`src/rtl/wb_uart_fifo_pkg.sv`:
```
// rtl/wb_uart_fifo_pkg.sv - shared register map, status bits and TX FSM states
// Contents:
//   REG_*   : register index taken from wishbone byte address bits [3:2]
//   ST_*    : bit positions inside the STATUS register
//   CTRL_*  : bit positions inside the CTRL register
//   tx_state_t : TX pacing FSM encoding
package wb_uart_fifo_pkg;

  localparam logic [1:0] REG_DATA   = 2'd0;
  localparam logic [1:0] REG_STATUS = 2'd1;
  localparam logic [1:0] REG_CTRL   = 2'd2;

  localparam int ST_TX_FULL  = 0;
  localparam int ST_TX_EMPTY = 1;
  localparam int ST_RX_EMPTY = 2;
  localparam int ST_RX_FULL  = 3;
  localparam int ST_RX_OVF   = 4;
  localparam int ST_TX_OVF   = 5;

  localparam int CTRL_CLR_OVF  = 0;
  localparam int CTRL_FLUSH_TX = 1;
  localparam int CTRL_FLUSH_RX = 2;

  typedef enum logic [1:0] {
    TX_IDLE      = 2'd0,
    TX_WAIT_BUSY = 2'd1,
    TX_WAIT_DONE = 2'd2
  } tx_state_t;

endpackage

```
`src/rtl/sync_fifo.sv`:
```
// rtl/sync_fifo.sv - single-clock show-ahead FIFO with flush
// Ports:
//   clk, rst   : clock, synchronous active-low reset
//   push, din  : write request and data; ignored when full unless a pop happens too
//   pop        : read request; ignored when empty
//   flush      : discard all contents
//   dout       : head entry (valid whenever !empty)
//   full, empty, count : occupancy, count is DEPTH_LOG2+1 bits
module sync_fifo #(
  parameter int WIDTH      = 8,
  parameter int DEPTH_LOG2 = 4
) (
  input  logic                  clk,
  input  logic                  rst,
  input  logic                  push,
  input  logic                  pop,
  input  logic                  flush,
  input  logic [WIDTH-1:0]      din,
  output logic [WIDTH-1:0]      dout,
  output logic                  full,
  output logic                  empty,
  output logic [DEPTH_LOG2:0]   count
);

  localparam int DEPTH = 1 << DEPTH_LOG2;
  localparam logic [DEPTH_LOG2:0] DEPTH_CNT = (DEPTH_LOG2 + 1)'(DEPTH);

  logic [WIDTH-1:0]      mem [DEPTH];
  logic [DEPTH_LOG2-1:0] wr_ptr;
  logic [DEPTH_LOG2-1:0] rd_ptr;
  logic [DEPTH_LOG2:0]   cnt;
  logic                  do_push;
  logic                  do_pop;

  // A pop frees the slot in the same cycle, so a full FIFO still accepts a push.
  assign do_pop  = pop && !empty;
  assign do_push = push && (!full || do_pop);

  assign full  = (cnt == DEPTH_CNT);
  assign empty = (cnt == '0);
  assign count = cnt;
  assign dout  = mem[rd_ptr];

  always_ff @(posedge clk) begin
    if (do_push) begin
      mem[wr_ptr] <= din;
    end
  end

  always_ff @(posedge clk) begin
    if (!rst || flush) begin
      wr_ptr <= '0;
      rd_ptr <= '0;
      cnt    <= '0;
    end else begin
      if (do_push) begin
        wr_ptr <= wr_ptr + 1'b1;
      end
      if (do_pop) begin
        rd_ptr <= rd_ptr + 1'b1;
      end
      case ({do_push, do_pop})
        2'b10:   cnt <= cnt + 1'b1;
        2'b01:   cnt <= cnt - 1'b1;
        default: cnt <= cnt;
      endcase
    end
  end

endmodule

```
`src/rtl/wb_uart_fifo.sv`:
```
// rtl/wb_uart_fifo.sv - wishbone console slave buffering bytes to/from uart_bridge
// Ports:
//   i_clk, i_rst          : clock, synchronous active-low reset
//   i_wb_*                : wishbone request (cyc, stb, we, addr[3:0], data, sel)
//   o_wb_stall/ack/data   : wishbone response, ack one cycle after each request
//   o_byte_tx_data/valid  : one-cycle byte strobe to uart_bridge
//   i_byte_tx_busy        : uart_bridge transmitter active
//   i_byte_rx_data/valid  : one-cycle received byte strobe from uart_bridge
//   o_irq                 : RX FIFO not empty
module wb_uart_fifo
  import wb_uart_fifo_pkg::*;
#(
  parameter int TX_DEPTH_LOG2 = 4,
  parameter int RX_DEPTH_LOG2 = 4,
  parameter int BUSY_TIMEOUT  = 4
) (
  input  logic        i_clk,
  input  logic        i_rst,
  input  logic        i_wb_cyc,
  input  logic        i_wb_stb,
  input  logic        i_wb_we,
  input  logic [3:0]  i_wb_addr,
  input  logic [31:0] i_wb_data,
  input  logic [3:0]  i_wb_sel,
  output logic        o_wb_stall,
  output logic        o_wb_ack,
  output logic [31:0] o_wb_data,
  output logic [7:0]  o_byte_tx_data,
  output logic        o_byte_tx_valid,
  input  logic        i_byte_tx_busy,
  input  logic [7:0]  i_byte_rx_data,
  input  logic        i_byte_rx_valid,
  output logic        o_irq
);

  localparam int TMR_W = $clog2(BUSY_TIMEOUT + 1);
  localparam logic [TMR_W-1:0] TMR_LAST = TMR_W'(BUSY_TIMEOUT - 1);

  logic        req;
  logic        wr_req;
  logic        rd_req;
  logic [1:0]  reg_sel;
  logic        data_wr;
  logic        data_rd;
  logic        ctrl_wr;
  logic        clr_ovf;
  logic        flush_tx;
  logic        flush_rx;

  logic [7:0]               tx_dout;
  logic                     tx_full;
  logic                     tx_empty;
  logic [TX_DEPTH_LOG2:0]   tx_count;
  logic                     tx_pop;
  logic                     tx_ovf;

  logic [7:0]               rx_dout;
  logic                     rx_full;
  logic                     rx_empty;
  logic [RX_DEPTH_LOG2:0]   rx_count;
  logic                     rx_pop;
  logic                     rx_ovf;

  tx_state_t                tx_state;
  logic [TMR_W-1:0]         timer;
  logic [31:0]              status;
  logic [31:0]              rd_data;
  logic                     unused_bits;

  assign unused_bits = &{1'b0, i_wb_addr[1:0], i_wb_data[31:8], i_wb_sel[3:1]};

  assign o_wb_stall = 1'b0;
  assign req        = i_wb_cyc & i_wb_stb;
  assign wr_req     = req & i_wb_we;
  assign rd_req     = req & ~i_wb_we;
  assign reg_sel    = i_wb_addr[3:2];

  assign data_wr  = wr_req && (reg_sel == REG_DATA) && i_wb_sel[0];
  assign data_rd  = rd_req && (reg_sel == REG_DATA);
  assign ctrl_wr  = wr_req && (reg_sel == REG_CTRL);
  assign clr_ovf  = ctrl_wr && i_wb_data[CTRL_CLR_OVF];
  assign flush_tx = ctrl_wr && i_wb_data[CTRL_FLUSH_TX];
  assign flush_rx = ctrl_wr && i_wb_data[CTRL_FLUSH_RX];

  assign rx_pop = data_rd && !rx_empty;
  assign tx_pop = (tx_state == TX_IDLE) && !tx_empty && !i_byte_tx_busy;

  sync_fifo #(.WIDTH(8), .DEPTH_LOG2(TX_DEPTH_LOG2)) u_tx_fifo (
    .clk   (i_clk),
    .rst   (i_rst),
    .push  (data_wr),
    .pop   (tx_pop),
    .flush (flush_tx),
    .din   (i_wb_data[7:0]),
    .dout  (tx_dout),
    .full  (tx_full),
    .empty (tx_empty),
    .count (tx_count)
  );

  sync_fifo #(.WIDTH(8), .DEPTH_LOG2(RX_DEPTH_LOG2)) u_rx_fifo (
    .clk   (i_clk),
    .rst   (i_rst),
    .push  (i_byte_rx_valid),
    .pop   (rx_pop),
    .flush (flush_rx),
    .din   (i_byte_rx_data),
    .dout  (rx_dout),
    .full  (rx_full),
    .empty (rx_empty),
    .count (rx_count)
  );

  // Sticky overflow flags; a new drop in the same cycle as a clear wins so
  // the event is never lost.
  always_ff @(posedge i_clk) begin
    if (!i_rst) begin
      tx_ovf <= 1'b0;
      rx_ovf <= 1'b0;
    end else begin
      if (clr_ovf) begin
        tx_ovf <= 1'b0;
        rx_ovf <= 1'b0;
      end
      if (data_wr && tx_full && !tx_pop) begin
        tx_ovf <= 1'b1;
      end
      if (i_byte_rx_valid && rx_full && !rx_pop) begin
        rx_ovf <= 1'b1;
      end
    end
  end

  always_comb begin
    status              = '0;
    status[ST_TX_FULL]  = tx_full;
    status[ST_TX_EMPTY] = tx_empty;
    status[ST_RX_EMPTY] = rx_empty;
    status[ST_RX_FULL]  = rx_full;
    status[ST_RX_OVF]   = rx_ovf;
    status[ST_TX_OVF]   = tx_ovf;
    status[15:8]        = 8'(tx_count);
    status[23:16]       = 8'(rx_count);
  end

  always_comb begin
    rd_data = '0;
    case (reg_sel)
      REG_DATA:   rd_data = rx_empty ? 32'h0000_0100 : {24'h0, rx_dout};
      REG_STATUS: rd_data = status;
      default:    rd_data = '0;
    endcase
  end

  always_ff @(posedge i_clk) begin
    if (!i_rst) begin
      o_wb_ack  <= 1'b0;
      o_wb_data <= '0;
      o_irq     <= 1'b0;
    end else begin
      o_wb_ack <= req;
      if (rd_req) begin
        o_wb_data <= rd_data;
      end
      o_irq <= !rx_empty;
    end
  end

  // TX pacing: one strobe per byte, then wait for uart_bridge to go busy and
  // idle again. The timeout covers a busy pulse that never shows up.
  always_ff @(posedge i_clk) begin
    if (!i_rst) begin
      tx_state        <= TX_IDLE;
      o_byte_tx_valid <= 1'b0;
      o_byte_tx_data  <= '0;
      timer           <= '0;
    end else begin
      o_byte_tx_valid <= 1'b0;
      case (tx_state)
        TX_IDLE: begin
          if (tx_pop) begin
            o_byte_tx_data  <= tx_dout;
            o_byte_tx_valid <= 1'b1;
            timer           <= '0;
            tx_state        <= TX_WAIT_BUSY;
          end
        end
        TX_WAIT_BUSY: begin
          if (i_byte_tx_busy) begin
            tx_state <= TX_WAIT_DONE;
          end else if (timer == TMR_LAST) begin
            tx_state <= TX_IDLE;
          end else begin
            timer <= timer + 1'b1;
          end
        end
        TX_WAIT_DONE: begin
          if (!i_byte_tx_busy) begin
            tx_state <= TX_IDLE;
          end
        end
        default: tx_state <= TX_IDLE;
      endcase
    end
  end

endmodule

```
`config.mk`:
```
export PLATFORM = sky130hd
export DESIGN_NAME = wb_uart_fifo
export DESIGN_NICKNAME = d
export VERILOG_FILES = /design/src/rtl/wb_uart_fifo_pkg.sv /design/src/rtl/sync_fifo.sv /design/src/rtl/wb_uart_fifo.sv
export SDC_FILE = /design/constraint.sdc
export NUM_CORES = 1
export LEC_CHECK = 0
export BUFFER_PORTS_ARGS = -buffer_cell sky130_fd_sc_hd__clkbuf_2
export CAP_MARGIN = 20
export CELL_PAD_IN_SITES_DETAIL_PLACEMENT = 0
export CELL_PAD_IN_SITES_GLOBAL_PLACEMENT = 1
export CORE_MARGIN = 3
export CORE_UTILIZATION = 40
export CTS_CLUSTER_SIZE = 28
export DETAILED_ROUTE_END_ITERATION = 10
export MAX_ROUTING_LAYER = met4
export PLACE_DENSITY = 0.64
export SLEW_MARGIN = 0
export SYNTH_ARGS = -nofsm -noshare
export SYNTH_HDL_FRONTEND = slang
export SYNTH_SLANG_ARGS = --single-unit
```
`constraint.sdc`:
```
create_clock -name i_clk -period 4 [get_ports i_clk]
set_clock_uncertainty 0.2 [all_clocks]
set_input_delay 0.4 -clock i_clk [delete_from_list [all_inputs] [get_ports i_clk]]
set_output_delay 0.4 -clock i_clk [all_outputs]
set_load 0.01 [all_outputs]
```
==> metrics.yaml <==
layout:
  antenna_cells: 0
  final_layout_size_suffix_gt1_frac: 0.2345
  fin_nets: 970
  finish.utilization: 0.4707
  area_delta_synth_final_pct: 15.04
grt:
  grt_pass1_wl_microns: 41900
  antenna_found_initial: 0
  grt_usage: 0.1592
  grt_max_degree: 25
  grt_pass1_vias: 7109
  overflow: 0
pwr:
  fin_total_pwr_mw: 6.933
  p_int_mw: 5.504
  p_per_area_nw_per_um2: 463.2
  p_switching_mw: 1.429
  ir_drop_v: 0.0003080
  seqPwrFrac: 0.528
  p_clk_frac: 0.440
  p_sw_frac: 0.2062
  p_leak_nw: 4.953
  power_frac_comb: 0.032
clock_tree:
  cts_tree: "done"
  cts.repair.resized: 0
  insertion_delay_ns: 0.51
  root_buffer: "clkbuf_16"
  cts.path.max_buffers: 3
  path_clk_slew_ns: 0.06
  numCtsBuffers: 35
  cts_max_level: 2
  clock_sinks: 322
timing:
  slew_headroom: 0.3053
  rsz0062_at_grt: "false"
  period_needed_ns: 3.565
  final_max_slew_viol_count: 0
  timing.fmax_ghz: 0.2805
  hold_slack_ns: 0.04484
  finalSetupViolations: 0
  period_share: 0.8912
  worst_pin_slew_ns: 1.040
  tns_ns: 0
  finalHoldViolCount: 0
floorplan:
  fp-row-count: 65
  pin_count: 99
  die_w_microns: 186.4
  dieHeight_microns: 186.4
  die_area_sq_um: 34730
  floorplan.initialDensity: 0.4092
  core_region_area_sq_um: 31800
route:
  ant_nets: 0
  avgViaCountPerCell: 5.156
  num_vias: 6991
  drt-initial-drc-count: 404
  wl_microns: 27060
  drc: 0
  wl_per_cell_microns: 19.95
  firstDrtPassIters: 5
run:
  cap_violations: 0
critical_path:
  path_cells: "nor4_4 -> o311ai_1 -> and2_1 -> inv_1 -> ha_1 -> inv_1 -> fa_1 -> nor2b_1 -> o21ai_0 -> and3_1 -> or4_1 -> a21oi_1"
  crit_required_ns: 4.22
  worstPathArrival_ns: 3.79
  worstPathMaxFanout: 7
  crit_path_start_kind: "register"
  cp-startpoint: "u_rx_fifo.count[1]"
  slowest_stage: "nor4_4"
  endpoint_kind: "register"
  critPathMaxStageDelay_ns: 0.52
  crit_type: "reg -> reg"
  critical_path.most_common_cell: "inv_1"
  reg2reg_from: "u_rx_fifo.count[1]"
yosys:
  yosysWarnings: 0
  ys_ff_latch: 322
  synth_edf_count: 256
  synthCells: 811
  syn_area_per_cell_sq_um: 16.04
  netlist_area_sq_um: 13010
  synth-async-reset-ratio: 0
  seq_area_frac_synth: 0.6923
  ys.flop_type: "edfxtp_1"
  synth_cell_types: 54
placed_design:
  port_buffers: 54
  hpwl_microns: 17780
  place_congestion: 0.7729
hold_path:
  hold_class: "in -> reg"
  hold_path_startpoint: "i_byte_rx_valid"
outcome:
  outcome: "finished, final reports clean"
-- synth_stat cells, types with 3 or more instances --
library cell / number / area [sq um]
a21oi_1: 33 / 165.2
a22o_1: 16 / 140.1
a22oi_1: 9 / 67.56
and2_1: 6 / 37.54
buf_1: 3 / 11.26
buf_2: 14 / 70.07
buf_4: 17 / 127.6
clkbuf_1: 22 / 82.58
dfxtp_1: 66 / 1321
edfxtp_1: 256 / 7687
ha_1: 19 / 237.7
inv_1: 17 / 63.81
mux2i_1: 8 / 80.08
mux4_2: 64 / 1441
nand2_1: 56 / 210.2
nand2b_1: 7 / 43.79
nand3_1: 30 / 150.1
nand4_1: 3 / 18.77
nor2_1: 62 / 232.7
nor2b_1: 9 / 56.30
nor3_1: 11 / 55.05
nor4_1: 4 / 25.02
o21ai_0: 13 / 65.06
o22ai_1: 8 / 50.05
o31ai_1: 3 / 22.52
or3_1: 5 / 31.28
xnor2_1: 4 / 35.03
xor2_1: 12 / 105.1
-- final cells by class --
class / instances / area [sq um]
Clock buffer: 44 / 930.9
Clock inverter: 19 / 160.2
Fill cell: 2778 / 16830
Inverter: 19 / 73.82
Multi-Input combinational cell: 426 / 3694
Sequential cell: 322 / 9011
Tap cell: 435 / 544.3
Timing Repair Buffer: 91 / 555.5
-- kinds of logic after synthesis --
kind of cell             Yosys count  share of synthesized area
adder cells (fa/ha/maj)           20                    0.01981
multiplexers                      72                     0.1169
flip-flops                       322                     0.6923
AO/OA/AOI/OAI                     98                    0.05260
XOR/XNOR                          16                    0.01077
other                              1                  0.0002882
AND/OR/NAND/NOR                  205                    0.07750
buffers and inverters             77                    0.02981
-- registers in the layout (all words and copies together) (netlist names), named ones only --
name / flops
tx_state: 2
u_tx_fifo.rd_ptr: 4
u_rx_fifo.mem: 128
u_tx_fifo.mem: 128
o_byte_tx_data: 8
tx_ovf: 1
u_rx_fifo.rd_ptr: 4
o_irq: 1
rx_ovf: 1
timer: 3
u_rx_fifo.wr_ptr: 4
u_tx_fifo.count: 5
o_byte_tx_valid: 1
o_wb_ack: 1
o_wb_data: 18
u_tx_fifo.wr_ptr: 4
u_rx_fifo.count: 5
-- timing repair --
item	4_1_cts	5_1_grt
hold buffers	3	0
endpoints found under the hold margin	2	0
setup buffers	0	0
-- layer usage --
metal  track usage  wire length, microns
met5             -                     0
met2        0.2646                 13580
met4       0.03489                   443
met3       0.02536                  1162
met1        0.2094                 11870
-- metrics by stage --
stage / worst slack, ns / cells / cell area [sq um]
floorplan: 0.7718 / 825 / 13070
global placement: 0.4553 / 1290 / 13850
detailed placement: 0.4679 / 1290 / 13850
CTS: 0.4350 / 1356 / 14970
global route: 0.2198 / 1356 / 14970
finish: 0.4352 / 1356 / 14970
-- path summary, 6_finish.rpt --
kind	endpoint	slack (ns)	depth (start not counted)
setup / recovery	u_rx_fifo.count[4]	0.44	12
hold / removal	rx_ovf	0.04	3
setup reg to reg	u_rx_fifo.count[4]	0.44	12
hold reg to reg	o_wb_data[17]	0.25	2
-- placed cells by master, fill, tap and decap left out, types with 5 or more instances in the layout --
master,synthesis,routed
a21oi_1,33,33
a22o_1,16,16
a22oi_1,9,9
and2_1,6,6
buf_4,17,34
clkbuf_1,22,8
clkbuf_16,0,36
clkbuf_2,0,54
clkinv_1,1,7
clkinv_2,0,7
conb_1,1,15
dfxtp_1,66,64
edfxtp_1,256,256
ha_1,19,19
inv_1,17,17
mux2i_1,8,8
mux4_2,64,64
nand2_1,56,56
nand2b_1,7,7
nand3_1,30,30
nor2_1,62,62
nor2b_1,9,9
nor3_1,11,11
o21ai_0,13,13
o22ai_1,8,8
or3_1,5,5
xor2_1,12,12
-- critical path, delay by kind of cell, from the launching register on --
| family | cells | cell delay (ns) |
|---|---|---|
| buffers and inverters | 2 | 0.21 |
| AO/OA/AOI/OAI | 3 | 0.53 |
| flip-flops | 1 | 0.36 |
| adder cells (fa/ha/maj) | 2 | 0.63 |
| AND/OR/NAND/NOR | 5 | 1.57 |
-- power groups by stage --
stage	clock, mW	sequential [mW]	combinational (mW)
3_5_place_dp	0	3.73	0.225
6_report	3.05	3.66	0.225
3_3_place_gp	0	3.73	0.222
5_1_grt	3.28	3.66	0.251
2_1_floorplan	0	3.72	0.137
4_1_cts	3.13	3.66	0.229
No activity file was read; power rests on OpenSTA's default activity.
